## config.mk

```make
export PLATFORM = sky130hd
export DESIGN_NAME = ram_arbiter_flat
export DESIGN_NICKNAME = d
export VERILOG_FILES = /design/src/rtl/ram_arbiter_if.sv /design/src/rtl/ram_arbiter.sv /design/src/flat_wrapper.sv
export SDC_FILE = /design/constraint.sdc
export NUM_CORES = 1
export LEC_CHECK = 0
export ABC_CLOCK_PERIOD_IN_PS = 3450
export BUFFER_PORTS_ARGS = -buffer_cell sky130_fd_sc_hd__buf_2
export CORE_MARGIN = 4
export CORE_UTILIZATION = 30
export DETAILED_ROUTE_END_ITERATION = 10
export PLACE_DENSITY = 0.58
export SETUP_SLACK_MARGIN = 0.3
export SKIP_CTS_REPAIR_TIMING = 1
export SYNTH_ARGS = -nofsm -noshare
export SYNTH_HDL_FRONTEND = slang
export SYNTH_SLANG_ARGS = --single-unit
```

## constraint.sdc

```tcl
create_clock -name clk -period 3.45 [get_ports clk]
set_input_delay 0.69 -clock clk [delete_from_list [all_inputs] [get_ports clk]]
set_output_delay 0.69 -clock clk [all_outputs]
set_load 0.03 [all_outputs]
```

## src/rtl/ram_arbiter_if.sv

```systemverilog
// Requester-side req/ack bundle for one port of the data-RAM arbiter.
// The requester holds req and its fields stable until it sees a one-cycle ack.
interface ram_arbiter_if #(
   parameter int unsigned DATA_W = 32,
   parameter int unsigned ADDR_W = 5
);
   logic              req;
   logic              we;
   logic [ADDR_W-1:0] addr;
   logic [DATA_W-1:0] wdata;
   logic              ack;
   logic [DATA_W-1:0] rdata;

   modport master (output req, we, addr, wdata, input ack, rdata);
   modport slave  (input req, we, addr, wdata, output ack, rdata);
endinterface

```

## src/rtl/ram_arbiter.sv

```systemverilog
// Two-requester arbiter/sequencer for the single-port data RAM.
// Every grant takes three cycles: IDLE (sample req) -> ISSUE (RAM command) -> RESP (ack).
module ram_arbiter #(
   parameter int unsigned DATA_W   = 32,
   parameter int unsigned ADDR_W   = 5,
   parameter bit          FIX_PRIO = 1'b0
) (
   input  logic              clk,
   input  logic              rst,
   ram_arbiter_if.slave      m0,
   ram_arbiter_if.slave      m1,
   output logic              ram_readWrite,
   output logic [ADDR_W-1:0] ram_address,
   output logic [DATA_W-1:0] ram_dataIN,
   input  logic [DATA_W-1:0] ram_dataOUT,
   output logic              busy
);

   typedef enum logic [1:0] {StIdle, StIssue, StResp} state_e;

   state_e            state_q, state_d;
   logic              gnt_q, gnt_d;    // 0 = m0, 1 = m1
   logic              last_q, last_d;
   logic              we_q, we_d;
   logic [ADDR_W-1:0] addr_q, addr_d;
   logic [DATA_W-1:0] wdata_q, wdata_d;
   logic [DATA_W-1:0] rdata0_q, rdata0_d;
   logic [DATA_W-1:0] rdata1_q, rdata1_d;
   logic              pick;

   always_comb begin
      state_d  = state_q;
      gnt_d    = gnt_q;
      last_d   = last_q;
      we_d     = we_q;
      addr_d   = addr_q;
      wdata_d  = wdata_q;
      rdata0_d = rdata0_q;
      rdata1_d = rdata1_q;
      pick     = 1'b0;

      unique case (state_q)
         StIdle: begin
            if (m0.req && m1.req) begin
               pick = FIX_PRIO ? 1'b0 : ~last_q;
            end else begin
               pick = m1.req;
            end
            if (m0.req || m1.req) begin
               gnt_d   = pick;
               last_d  = pick;
               we_d    = pick ? m1.we    : m0.we;
               addr_d  = pick ? m1.addr  : m0.addr;
               wdata_d = pick ? m1.wdata : m0.wdata;
               state_d = StIssue;
            end
         end
         StIssue: begin
            // RAM read data is captured on the edge into RESP so it is valid with ack.
            if (!we_q) begin
               if (gnt_q) begin
                  rdata1_d = ram_dataOUT;
               end else begin
                  rdata0_d = ram_dataOUT;
               end
            end
            state_d = StResp;
         end
         StResp: begin
            state_d = StIdle;
         end
         default: begin
            state_d = StIdle;
         end
      endcase
   end

   always_ff @(posedge clk or posedge rst) begin
      if (rst) begin
         state_q  <= StIdle;
         gnt_q    <= 1'b0;
         last_q   <= 1'b1;
         we_q     <= 1'b0;
         addr_q   <= '0;
         wdata_q  <= '0;
         rdata0_q <= '0;
         rdata1_q <= '0;
      end else begin
         state_q  <= state_d;
         gnt_q    <= gnt_d;
         last_q   <= last_d;
         we_q     <= we_d;
         addr_q   <= addr_d;
         wdata_q  <= wdata_d;
         rdata0_q <= rdata0_d;
         rdata1_q <= rdata1_d;
      end
   end

   // Strobe and acks decode from state only, so reset kills them without waiting for a clock.
   assign ram_readWrite = (state_q == StIssue) && we_q;
   assign ram_address   = addr_q;
   assign ram_dataIN    = wdata_q;
   assign busy          = (state_q != StIdle);

   assign m0.ack   = (state_q == StResp) && !gnt_q;
   assign m1.ack   = (state_q == StResp) &&  gnt_q;
   assign m0.rdata = rdata0_q;
   assign m1.rdata = rdata1_q;

endmodule
```

## src/flat_wrapper.sv

```systemverilog
// flat-port wrapper written by rule: the top's interface ports become plain ports
module ram_arbiter_flat 
#(
   parameter int unsigned DATA_W   = 32,
   parameter int unsigned ADDR_W   = 5,
   parameter bit          FIX_PRIO = 1'b0
)
  (clk, rst, ram_readWrite, ram_address, ram_dataIN, ram_dataOUT, busy, m0_req, m0_we, m0_addr, m0_wdata, m0_ack, m0_rdata, m1_req, m1_we, m1_addr, m1_wdata, m1_ack, m1_rdata);
  ram_arbiter_if #(.DATA_W(DATA_W), .ADDR_W(ADDR_W)) m0_i ();
  ram_arbiter_if #(.DATA_W(DATA_W), .ADDR_W(ADDR_W)) m1_i ();
  input  logic clk;
  input  logic rst;
  output logic ram_readWrite;
  output logic [ADDR_W-1:0] ram_address;
  output logic [DATA_W-1:0] ram_dataIN;
  input  logic [DATA_W-1:0] ram_dataOUT;
  output logic busy;
  input wire logic [$bits(m0_i.req)-1:0] m0_req;
  input wire logic [$bits(m0_i.we)-1:0] m0_we;
  input wire logic [$bits(m0_i.addr)-1:0] m0_addr;
  input wire logic [$bits(m0_i.wdata)-1:0] m0_wdata;
  output wire logic [$bits(m0_i.ack)-1:0] m0_ack;
  output wire logic [$bits(m0_i.rdata)-1:0] m0_rdata;
  input wire logic [$bits(m1_i.req)-1:0] m1_req;
  input wire logic [$bits(m1_i.we)-1:0] m1_we;
  input wire logic [$bits(m1_i.addr)-1:0] m1_addr;
  input wire logic [$bits(m1_i.wdata)-1:0] m1_wdata;
  output wire logic [$bits(m1_i.ack)-1:0] m1_ack;
  output wire logic [$bits(m1_i.rdata)-1:0] m1_rdata;
  assign m0_i.req = m0_req;
  assign m0_i.we = m0_we;
  assign m0_i.addr = m0_addr;
  assign m0_i.wdata = m0_wdata;
  assign m0_ack = m0_i.ack;
  assign m0_rdata = m0_i.rdata;
  assign m1_i.req = m1_req;
  assign m1_i.we = m1_we;
  assign m1_i.addr = m1_addr;
  assign m1_i.wdata = m1_wdata;
  assign m1_ack = m1_i.ack;
  assign m1_rdata = m1_i.rdata;
  ram_arbiter #(.DATA_W(DATA_W), .ADDR_W(ADDR_W), .FIX_PRIO(FIX_PRIO)) u_core (.clk(clk), .rst(rst), .m0(m0_i), .m1(m1_i), .ram_readWrite(ram_readWrite), .ram_address(ram_address), .ram_dataIN(ram_dataIN), .ram_dataOUT(ram_dataOUT), .busy(busy));
endmodule
```

==> run_results.csv, run 1 <==
group,metric,value,unit
status,outcome,"complete, no violations",
global_route,overflow,0,
sta,hold_violations,0,
detailed_routing,wl_met2,5500,um
power_and_ir_drop,power_frac_seq,33.5,%
setup_path,critPathMaxFanout,39,
sta,layout_min_cycle_time,2110,ps
detailed_routing,wl,10700,um
cts,cts.sinks,106,
sta,slew-limit-headroom,30.7,%
sta,fmax,473,MHz
placed_design,gp_congestion,0.721,
global_route,grt_max_degree,64,
power_and_ir_drop,leakagePower,2.96,nW
die,initial_utilization,30.9,%
power_and_ir_drop,powerDensity,1080,nW/um2
logic_synthesis,synth_seq_cells,106,
layout,final_cells,683,
logic_synthesis,synth_area,4520,um2
placed_design,dp_hpwl,7950,um
cts,cts_max_level,3,
global_route,antenna_found_initial,0,
detailed_routing,ant_nets,0,
cts,cts_buffers,9,
die,dieWidth,131,um
placed_design,dpl_cell_area,5790,um2
cts,clock_path_buffers,2,
setup_path,reg2reg_from,"u_core.state_q[1]$_DFFE_PP0P_",
layout,final_layout_size_suffix_gt1_share,76.8,%
global_route,grt_pass1_wl,16200,um
layout,syn_to_final_growth,34.7,%
logic_synthesis,seq_area_frac_synth,58.7,%
sta,tightest_slew,1040,ps
detailed_routing,dr_total_vias,3081,
detailed_routing,top_signal_layer_used,"met4",
detailed_routing,viasPerCell,4.51,
sta,final_max_slew_viol_count,0,
setup_path,critPathArrivalTime,2340,ps
cts,clk_latency,340,ps
setup_path,startpoint,"u_core.state_q[1]$_DFFE_PP0P_",
sta,tns,0,ps
sta,hold_slack,310,ps
cts,root_buffer,"clkbuf_16",
global_route,grtUsageTotal,12.2,%
layout,layout_common_cells,"buf_2 (216), mux2_2 (122), dfrtp_1 (105)",
layout,fin_nets,606,
placed_design,pre_cts_ws,1180,ps
setup_path,worstSetupEndpointType,"flop",
layout,design_area,6090,um2
worst_hold_path,hold_class,"in2async",
flow_run,cap_violations,0,
logic_synthesis,avgSynthCellArea,16.4,um2
setup_path,timing.rr.end,"u_core.ram_dataIN[29]$_DFFE_PP0P_",
sta,finalSetupViolCount,0,
layout,diodes,0,
detailed_routing,drt_iter0_drc,91,
die,die_y,131,um
layout,final_common_cell,"buf_2",
setup_path,crit_type,"reg2reg",
setup_path,crit_path_start_kind,"flop",
placed_design,portBuffers,216,
cts,cts_tree,"done",
power_and_ir_drop,p_sw,2.82,mW
detailed_routing,drt_pass1_iterations,4,
layout,fin_util,41.6,%
logic_synthesis,synth_cell_types,17,
detailed_routing,wire_per_inst,15.7,um
detailed_routing,route.met3.wl,796,um
sta,skew,6.41,ps
power_and_ir_drop,intPower,3.77,mW
logic_synthesis,netlist_instances,275,
detailed_routing,remaining_drc_errors,0,
sta,rsz0062_at_grt,"false",
power_and_ir_drop,p_sw_share,42.8,%
die,dieArea,17100,um2
power_and_ir_drop,p_clk_share,15.8,%
logic_synthesis,yosysWarnings,0,
die,core,14600,um2
sta,worst_slack,1340,ps
sta,fin_crit_sh,61.3,%
die,io_pins,217,
logic_synthesis,syn_nets,387,
power_and_ir_drop,max-vdd-ir-drop,0.000489,V
setup_path,rr_worst_depth,3,
power_and_ir_drop,power,6.60,mW
die,rows,44,
cts,cts.clk_slew.worst_paths,70,ps
detailed_routing,m1WireLength,4190,um
setup_path,endpoint,"u_core.ram_dataIN[29]$_DFFE_PP0P_",
setup_path,crit_required,3680,ps
setup_path,r2r_slack,1340,ps
placed_design,dp_cells,667,
power_and_ir_drop,combPwrFrac,50.6,%
global_route,first_global_vias,3299,
[logic make-up (layout without fill, tap and decap cells)]
family | after synthesis | in the layout | share of synthesized area (%)
AND/OR/NAND/NOR | 7 | 7 | 1.27
AO/OA/AOI/OAI | 5 | 5 | 0.775
flip-flops | 106 | 106 | 58.7
buffers and inverters | 17 | 241 | 2.91
multiplexers | 140 | 140 | 36.4
[flip-flops by register name (all words and copies together), names as in the netlist]
signal,cells
u_core.last_q,1
u_core.m1.rdata,32
u_core.gnt_q,1
u_core.m0.rdata,32
u_core.we_q,1
u_core.ram_address,5
u_core.ram_dataIN,32
u_core.state_q,2
[routing by layer]
metal	track usage, %	vias up
met4	5.20	0
met5	0	-
met3	4.15	16
li1	-	1420
met2	20.9	122
met1	13.7	1523
[cell type report]
class                      count  area (um2)
sequential                   106        2650
clock buffer                  11         243
multi-input combinational    152        1750
timing repair buffer         222        1140
inverter                       3        15.0
fill                        1356        8550
clock inverter                 5        61.3
tap                          184         230
[power by group through the flow]
stage	registers [mW]	logic [mW]	clock network, mW
after floorplan	3.43	1.22	0
after global placement	2.22	3.36	0
after detailed placement	2.24	3.39	0
after CTS	2.22	3.40	1.09
after global routing	2.30	3.55	1.13
final	2.21	3.34	1.04
[worst max-delay path: stages (launching register included)]
cell and delay, ps:
dfrtp_1 400, nor2_1 270, o21a_2 890, mux2_2 420
[synth_stat cells, drive strengths merged]
library cell,n,area [um2]
buf,14,120
o21a,1,7.51
inv,3,11.3
dfrtp,105,2630
nor3b,4,40.0
o22ai,1,6.26
a21oi,1,5.00
nor2,1,3.75
a31oi,1,6.26
and2,1,6.26
and2b,1,7.51
mux2,140,1640
a21bo,1,10.0
dfstp,1,26.3
[how the worst min path moves through the flow]
stage                                                  to
after global placement    u_core.m0.rdata[28]$_DFFE_PP0P_
after detailed placement  u_core.m1.rdata[10]$_DFFE_PP0P_
final                     u_core.m0.rdata[28]$_DFFE_PP0P_
after floorplan                 u_core.last_q$_DFFE_PP1P_
after CTS                 u_core.m0.rdata[28]$_DFFE_PP0P_
after global routing      u_core.m0.rdata[28]$_DFFE_PP0P_
No activity file was read; power rests on OpenSTA's default activity.
==> run 2, diff against run 1 <==
ABC_CLOCK_PERIOD_IN_PS = 1800   (was 3450)
clock period = 1.8 ns   (was 3.45 ns; I/O delays follow)
==> run_results.csv, run 2 (synthesis gave the netlist of run 1 again) <==
group,metric,value,unit
status,outcome,"complete, no violations",
sta,hold_violations,0,
detailed_routing,wire_per_inst,18.1,um
power_and_ir_drop,intPower,8.33,mW
detailed_routing,dr_total_vias,3209,
layout,fin_nets,625,
power_and_ir_drop,p_sw_share,41.2,%
cts,cts_max_level,3,
global_route,grt_max_degree,65,
global_route,first_global_vias,3333,
detailed_routing,remaining_drc_errors,0,
sta,hold_slack,112,ps
power_and_ir_drop,leakagePower,3.50,nW
setup_path,crit_path_start_kind,"flop",
placed_design,pre_cts_ws,115,ps
sta,slew-limit-headroom,63.3,%
setup_path,worstSetupEndpointType,"flop",
sta,rsz0062_at_grt,"true",
sta,skew,6.43,ps
cts,cts_tree,"done",
detailed_routing,drt_iter0_drc,86,
setup_path,critPathMaxFanout,10,
placed_design,dp_hpwl,8240,um
power_and_ir_drop,max-vdd-ir-drop,0.000970,V
layout,final_layout_size_suffix_gt1_share,78.5,%
detailed_routing,drt_pass1_iterations,4,
setup_path,crit_required,2030,ps
layout,n_fill_cell,1301,
sta,layout_min_cycle_time,1680,ps
cts,cts.sinks,106,
power_and_ir_drop,p_clk_share,13.9,%
cts,clock_path_buffers,2,
die,die_y,131,um
sta,final_max_slew_viol_count,0,
cts,cts.clk_slew.worst_paths,70,ps
detailed_routing,wl,12700,um
die,dieWidth,131,um
global_route,grtUsageTotal,13.1,%
sta,worst_slack,122,ps
die,io_pins,217,
cts,cts_buffers,9,
flow_run,cap_violations,0,
global_route,antenna_found_initial,0,
layout,diodes,0,
detailed_routing,ant_nets,0,
sta,tns,0,ps
layout,syn_to_final_growth,52.1,%
cts,clk_latency,350,ps
power_and_ir_drop,power_frac_seq,30.5,%
layout,final_common_cell,"buf_2",
setup_path,crit_type,"reg2reg",
placed_design,gp_congestion,0.753,
die,dieArea,17100,um2
detailed_routing,viasPerCell,4.58,
sta,finalSetupViolCount,0,
placed_design,portBuffers,216,
layout,layout_common_cells,"buf_2 (213), mux2_4 (115), dfrtp_1 (105)",
die,rows,44,
sta,fin_crit_sh,93.2,%
power_and_ir_drop,combPwrFrac,55.5,%
die,initial_utilization,30.9,%
sta,tightest_slew,551,ps
die,core,14600,um2
global_route,overflow,0,
setup_path,critPathArrivalTime,1910,ps
global_route,grt_pass1_wl,17200,um
worst_hold_path,hold_class,"in2async",
setup_path,startpoint,"u_core.last_q$_DFFE_PP1P_",
cts,root_buffer,"clkbuf_16",
sta,fmax,596,MHz
power_and_ir_drop,p_sw,5.83,mW
power_and_ir_drop,powerDensity,2060,nW/um2
setup_path,reg2reg_from,"u_core.last_q$_DFFE_PP1P_",
run 2: changes by cell type in the layout (fill, tap and decap cells not counted), moves of 2 or more:
cell        delta
clkinvlp_4     -3
inv_6          +2
mux2_4        +97
buf_2          -3
buf_12        +10
buf_6          +3
mux2_2        -97
clkbuf_16      +7
run 2: layout make-up:
type | instances | area (um2) | share of cell area, %
sequential | 106 | 2650 | 38.6
multi-input combinational | 152 | 2130 | 31.0
timing repair buffer | 241 | 1560 | 22.6
tap | 184 | 230 | 3.35
clock buffer | 10 | 229 | 3.33
clock inverter | 5 | 61.3 | 0.892
inverter | 3 | 15.0 | 0.218
run 2: routing by layer:
layer	share of wire [%]	track usage [%]	up-vias
met4	1.4	4.23	0
met3	10	6.46	11
met1	43	16.1	1571
met5	0	0	-
li1	-	-	1458
met2	45	20.3	169
run 2: power by group through the flow:
stage	clock [mW]	sequential, mW	combinational [mW]
finish	1.97	4.32	7.86
CTS	2.06	4.32	7.23
global route	2.16	4.47	8.27
global placement	0	4.32	7.12
floorplan	0	6.61	2.90
detailed placement	0	4.34	7.21
run 2: path summary, 6_finish.rpt:
kind	endpoint	slack [ps]	depth (start not counted)
max reg2reg	u_core.ram_dataIN[3]$_DFFE_PP0P_	120	4
max	u_core.ram_dataIN[3]$_DFFE_PP0P_	120	4
min reg2reg	u_core.m0.rdata[13]$_DFFE_PP0P_	510	1
min in group clk	u_core.last_q$_DFFE_PP1P_	210	2
max in group asynchronous	u_core.last_q$_DFFE_PP1P_	1200	3
min	u_core.m0.rdata[31]$_DFFE_PP0P_	110	3
run 2: metrics by stage:
stage	utilization, %	cells	instance area (um2)	power (mW)
2_1_floorplan	-	275	4790	9.50
3_3_place_gp	41.8	670	6120	11.4
3_5_place_dp	41.8	670	6120	11.5
4_1_cts	43.8	685	6410	13.6
5_1_grt	47.0	701	6880	14.9
6_report	47.0	701	6880	14.2
run 2: critical path: stages, from the launching register on:
cell and delay (ps):
dfstp_2 540, a21bo_4 240, buf_12 170, mux2_2 340
mux2_2 270
